`src/rtl/ro_scan_sequencer.sv`:
```
// ro_scan_sequencer: deterministic, back-pressured ring-oscillator scan.
// For each RO in turn it enables it, waits for it to settle, gates the
// RO-domain edge counter for a fixed window, waits for the synchronised
// count and hands an {index, count} record to the UART framer.
// Optional feature macro: RO_SCAN_LOOP_EN (continuous scanning until abort).
module ro_scan_sequencer #(
  parameter int unsigned NUM_RO        = 150,
  parameter int unsigned IDX_W         = 8,
  parameter int unsigned CNT_W         = 32,
  parameter int unsigned SETTLE_CYCLES = 1000,
  parameter int unsigned WINDOW_CYCLES = 100000,
  parameter int unsigned SYNC_CYCLES   = 4
) (
  input  logic              clk,
  input  logic              reset_n,
  input  logic              start,
  input  logic              abort,
  output logic [NUM_RO-1:0] ro_en,
  output logic              cnt_clr,
  output logic              cnt_gate,
  input  logic [CNT_W-1:0]  cnt_value,
  output logic              res_valid,
  input  logic              res_ready,
  output logic [IDX_W-1:0]  res_idx,
  output logic [CNT_W-1:0]  res_data,
  output logic              busy,
  output logic              scan_done
);

  // One shared timer covers settle, window and sync; size it for the longest.
  localparam int unsigned T_MAX_SW = (SETTLE_CYCLES > WINDOW_CYCLES) ? SETTLE_CYCLES : WINDOW_CYCLES;
  localparam int unsigned T_MAX    = (T_MAX_SW > SYNC_CYCLES) ? T_MAX_SW : SYNC_CYCLES;
  localparam int unsigned TMR_W    = (T_MAX > 1) ? $clog2(T_MAX) : 1;

  localparam logic [TMR_W-1:0] SETTLE_LOAD = TMR_W'(SETTLE_CYCLES - 1);
  localparam logic [TMR_W-1:0] WINDOW_LOAD = TMR_W'(WINDOW_CYCLES - 1);
  localparam logic [TMR_W-1:0] SYNC_LOAD   = TMR_W'(SYNC_CYCLES - 1);
  localparam logic [IDX_W-1:0] LAST_IDX    = IDX_W'(NUM_RO - 1);

  typedef enum logic [2:0] {
    S_IDLE,
    S_ENABLE,
    S_SETTLE,
    S_GATE,
    S_SYNC,
    S_OUTPUT
  } state_t;

  state_t             state, state_d;
  logic [IDX_W-1:0]   idx, idx_d;
  logic [TMR_W-1:0]   timer, timer_d;
  logic [NUM_RO-1:0]  ro_en_d;
  logic [NUM_RO-1:0]  sel;
  logic               cnt_clr_d, cnt_gate_d, res_valid_d, busy_d, scan_done_d;
  logic [IDX_W-1:0]   res_idx_d;
  logic [CNT_W-1:0]   res_data_d;

  // One-hot decode of the current index, used when an RO is switched on.
  always_comb begin
    sel = '0;
    for (int unsigned i = 0; i < NUM_RO; i++) begin
      sel[i] = (idx == IDX_W'(i));
    end
  end

  // Next-state and next-output logic; abort overrides every state and start.
  always_comb begin
    state_d     = state;
    idx_d       = idx;
    timer_d     = timer;
    ro_en_d     = ro_en;
    cnt_clr_d   = 1'b0;
    cnt_gate_d  = cnt_gate;
    res_valid_d = res_valid;
    res_idx_d   = res_idx;
    res_data_d  = res_data;
    busy_d      = busy;
    scan_done_d = 1'b0;

    if (abort) begin
      state_d     = S_IDLE;
      idx_d       = '0;
      timer_d     = '0;
      ro_en_d     = '0;
      cnt_gate_d  = 1'b0;
      res_valid_d = 1'b0;
      busy_d      = 1'b0;
    end else begin
      case (state)
        S_IDLE: begin
          if (start) begin
            state_d = S_ENABLE;
            idx_d   = '0;
            busy_d  = 1'b1;
          end
        end
        S_ENABLE: begin
          ro_en_d   = sel;
          cnt_clr_d = 1'b1;
          timer_d   = SETTLE_LOAD;
          state_d   = S_SETTLE;
        end
        S_SETTLE: begin
          if (timer == '0) begin
            cnt_gate_d = 1'b1;
            timer_d    = WINDOW_LOAD;
            state_d    = S_GATE;
          end else begin
            timer_d = timer - TMR_W'(1);
          end
        end
        S_GATE: begin
          if (timer == '0) begin
            cnt_gate_d = 1'b0;
            timer_d    = SYNC_LOAD;
            state_d    = S_SYNC;
          end else begin
            timer_d = timer - TMR_W'(1);
          end
        end
        S_SYNC: begin
          if (timer == '0) begin
            res_data_d  = cnt_value;
            res_idx_d   = idx;
            ro_en_d     = '0;
            res_valid_d = 1'b1;
            state_d     = S_OUTPUT;
          end else begin
            timer_d = timer - TMR_W'(1);
          end
        end
        S_OUTPUT: begin
          if (res_valid && res_ready) begin
            res_valid_d = 1'b0;
            if (idx == LAST_IDX) begin
              scan_done_d = 1'b1;
              idx_d       = '0;
`ifdef RO_SCAN_LOOP_EN
              state_d     = S_ENABLE;
`else
              state_d     = S_IDLE;
              busy_d      = 1'b0;
`endif
            end else begin
              idx_d   = idx + IDX_W'(1);
              state_d = S_ENABLE;
            end
          end
        end
        default: state_d = S_IDLE;
      endcase
    end
  end

  // State, timer and registered outputs; asynchronous active-low reset.
  always_ff @(posedge clk or negedge reset_n) begin
    if (!reset_n) begin
      state     <= S_IDLE;
      idx       <= '0;
      timer     <= '0;
      ro_en     <= '0;
      cnt_clr   <= 1'b0;
      cnt_gate  <= 1'b0;
      res_valid <= 1'b0;
      res_idx   <= '0;
      res_data  <= '0;
      busy      <= 1'b0;
      scan_done <= 1'b0;
    end else begin
      state     <= state_d;
      idx       <= idx_d;
      timer     <= timer_d;
      ro_en     <= ro_en_d;
      cnt_clr   <= cnt_clr_d;
      cnt_gate  <= cnt_gate_d;
      res_valid <= res_valid_d;
      res_idx   <= res_idx_d;
      res_data  <= res_data_d;
      busy      <= busy_d;
      scan_done <= scan_done_d;
    end
  end

endmodule

```
`config.mk`:
```
export PLATFORM = sky130hd
export DESIGN_NAME = ro_scan_sequencer
export DESIGN_NICKNAME = d
export VERILOG_FILES = /design/src/rtl/ro_scan_sequencer.sv
export SDC_FILE = /design/constraint.sdc
export NUM_CORES = 1
export LEC_CHECK = 0
export ABC_AREA = 1
export BUFFER_PORTS_ARGS = -buffer_cell sky130_fd_sc_hd__buf_2
export CORE_MARGIN = 2
export CORE_UTILIZATION = 58
export DETAILED_ROUTE_END_ITERATION = 16
export PLACE_DENSITY = 0.85
export SLEW_MARGIN = 20
export SYNTH_ARGS = -nofsm -noshare
export SYNTH_HDL_FRONTEND = slang
export SYNTH_SLANG_ARGS = --single-unit
```
`constraint.sdc`:
```
create_clock -name clk -period 5.6 [get_ports clk]
set_clock_uncertainty 0.05 [all_clocks]
set_input_delay 0.56 -clock clk [delete_from_list [all_inputs] [get_ports clk]]
set_output_delay 0.56 -clock clk [all_outputs]
set_load 0.01 [all_outputs]
```
==> impl_metrics.env <==
export IMPL_outcome="finished clean"
export IMPL_clock_root_buffer="clkbuf_16"
export IMPL_hold_viol=0
export IMPL_p_sw_share_pct=32.1
export IMPL_place_ws_ps=2500
export IMPL_p_int_w=0.00291
export IMPL_fp_row_count=47
export IMPL_drc=0
export IMPL_fin_crit_sh_pct=53.0
export IMPL_worstReg2RegEnd="ro_en[118]"
export IMPL_max_vdd_ir_drop_mv=0.229
export IMPL_comb_power_share_pct=20.0
export IMPL_clock_sinks=223
export IMPL_fp_coreArea_um2=16700
export IMPL_htreeDepth=1
export IMPL_yosys_area_share_simple_pct=19.5
export IMPL_finalSetupTns_ps=0
export IMPL_antenna_cells=0
export IMPL_ctsResizeCount=0
export IMPL_hpwl_mm=17.0
export IMPL_r2r_start="timer[0]"
export IMPL_grt_max_degree=160
export IMPL_ant_nets=0
export IMPL_synth_warnings=0
export IMPL_seqPwrFrac_pct=41.1
export IMPL_ys_seq_elements=223
export IMPL_max_freq_mhz=337
export IMPL_required_ps=5950
export IMPL_die_area_um2=18200
export IMPL_slew_violations=0
export IMPL_drt_pass1_iter_count=5
export IMPL_cp_end_kind="flip-flop"
export IMPL_cts_tree="done"
export IMPL_rsz0062_at_grt="no"
export IMPL_drtIter0Drc=755
export IMPL_boundaryPins=232
export IMPL_startpoint_type="flip-flop"
export IMPL_synth_fp_nets=1046
export IMPL_synthAdderAreaFrac_pct=0.755
export IMPL_routed_wl_mm=26.1
export IMPL_syn_inst=1003
export IMPL_leakage_nw=6.23
export IMPL_grt_pass1_wl_mm=40.8
export IMPL_netlist_area_um2=9950
export IMPL_dpl_cell_area_um2=11100
export IMPL_nNetsFinal=1252
export IMPL_io_buffers=231
export IMPL_grt_pass1_vias=7573
export IMPL_start_util_pct=59.6
export IMPL_critPathLaunch="timer[0]"
export IMPL_crit_type="flip-flop to flip-flop"
export IMPL_clockPowerShare_pct=38.9
export IMPL_ff2ff_setup_slack_ps=2630
export IMPL_die_h_um=135
export IMPL_slew_headroom_pct=35.9
export IMPL_gp_congestion=0.866
export IMPL_area_growth_pct=19.7
export IMPL_clk_pin_slew_ps=70
export IMPL_grt_ovfl_total=0
export IMPL_antenna_found_initial=0
export IMPL_grt_usage_pct=28.3
export IMPL_die_w_um=135
export IMPL_arrival_ps=3320
export IMPL_synth_top_family_by_area="simple AND/OR/NAND/NOR gates"
export IMPL_period_minus_slack_ps=2970
export IMPL_numCtsBuffers=23
export IMPL_yosysSeqAreaShare_pct=56.1
export IMPL_syn_area_per_cell_um2=9.92
export IMPL_tightest_slew_ps=962
export IMPL_yosys_cell_types_count=33
export IMPL_synth_compound_area_share_pct=16.8
export IMPL_cts_hold_buffers=0
export IMPL_vias=8158
export IMPL_p_sw_w=0.00137
export IMPL_r2r_cells=12
export IMPL_max_cap_viol_count=0
export IMPL_synthMuxAreaShare_pct=0
export IMPL_layout_drive_gt1_share_pct=30.9
export IMPL_max_clock_path_buffers=3
export IMPL_post_cts_setup_buffers=0
export IMPL_synthXorXnorAreaFrac_pct=1.32
export IMPL_avgRoutedWirePerCell_um=18.0
export IMPL_clock_latency_ps=500
export IMPL_power_density_nw_per_um2=359
export IMPL_layout_setup_ws_ps=2630
export IMPL_hp_class="input pin to async pin"
export IMPL_finalInstanceArea_um2=11900
export IMPL_cp_max_fo=159
export IMPL_setup_viol=0
export IMPL_vias_per_cell=5.65
==> worst max path at each step <==
| stage | end | cells after the start |
|---|---|---|
| after floorplan | ro_en[10] | 13 |
| after global placement | ro_en[40] | 9 |
| after detailed placement | ro_en[139] | 9 |
| after CTS | ro_en[118] | 12 |
| after global routing | ro_en[118] | 12 |
| final | ro_en[118] | 12 |
==> critical path, cell delays in order (launching register included) <==
cell and delay, ps:
dfrtp_1 360, inv_1 120, ha_1 210, inv_1 60, nor2_1 40, nand2_1 120, nor2_4 70, nand2_4 80
nand2_4 80, nand2_8 640, buf_4 670, nand2_1 190, o31ai_2 110
==> cells in the final DEF (no fill, tap or decap), drive strengths merged <==
master	n
o21bai	1
nand3	38
clkinvlp	7
o31ai	149
or2	1
a21oi	5
nor3	5
nand4	3
clkbuf	25
xor2	15
o21ai	37
nor2	55
nand3b	2
clkinv	4
ha	6
nand2	358
nor4	1
dfrtp	223
buf	237
o2111ai	1
inv	47
bufinv	5
==> cell usage after synthesis, drive strengths merged <==
master / n / area, um^2
buf: 45 / 329
nor3: 5 / 30.0
dfrtp: 223 / 5580
ha: 6 / 75.1
clkbuf: 11 / 41.3
a21oi: 5 / 25.0
o21bai: 1 / 7.51
nand3b: 2 / 15.0
or2: 1 / 6.26
xor2: 15 / 131
o2111ai: 1 / 8.76
inv: 47 / 176
nand4: 3 / 18.8
nor4: 1 / 6.26
o21ai: 37 / 189
nand2: 358 / 1400
nand3: 38 / 208
nor2: 55 / 263
o31ai: 149 / 1440
==> registers in the layout, indices dropped and copies added (netlist names), 3 cells and up <==
name and cells:
res_idx 8, idx 8, ro_en 150, timer 17
state 3, res_data 32
==> cells by family after synthesis <==
logic type	count (synthesis)
AND/OR/NAND/NOR	463
flip-flops	223
XOR/XNOR	15
adder cells (fa/ha/maj)	6
buffers and inverters	103
AO/OA/AOI/OAI	193
==> routing by layer <==
| layer | GRT usage [%] | routed length [um] | vias to the layer above |
|---|---|---|---|
| li1 | - | - | 3784 |
| met1 | 40.6 | 11000 | 3947 |
| met2 | 44.5 | 12100 | 380 |
| met3 | 5.82 | 2340 | 47 |
| met4 | 7.23 | 665 | 0 |
| met5 | 0 | 0 | - |
==> layout make-up <==
class                      count  area, um^2
clock buffer                  25         603
multi-input combinational    677        3830
inverter                      47         176
timing repair buffer         237        1210
tap                          220         275
clock inverter                16         230
sequential                   223        5580
fill                        1216        4800
==> per-stage QoR <==
| stage | std cells | hold WS, ps | util [%] | total power [W] |
|---|---|---|---|---|
| 6_report | 1445 | 66.9 | 71.3 | 0.00428 |
| 3_5_place_dp | 1404 | 412 | 66.3 | 0.00262 |
| 5_1_grt | 1445 | 139 | 71.3 | 0.00447 |
| 4_1_cts | 1445 | 115 | 71.3 | 0.00429 |
| 2_1_floorplan | 1003 | 214 | - | 0.00250 |
| 3_3_place_gp | 1404 | 407 | 66.3 | 0.00260 |
==> power groups by stage <==
stage	sequential (W)	combinational (W)	clock, W
floorplan	0.00179	0.000719	0
global placement	0.00178	0.000821	0
detailed placement	0.00178	0.000838	0
CTS	0.00175	0.000846	0.00168
global route	0.00176	0.000955	0.00175
finish	0.00176	0.000856	0.00166
Power figures use the tool's default switching activity.
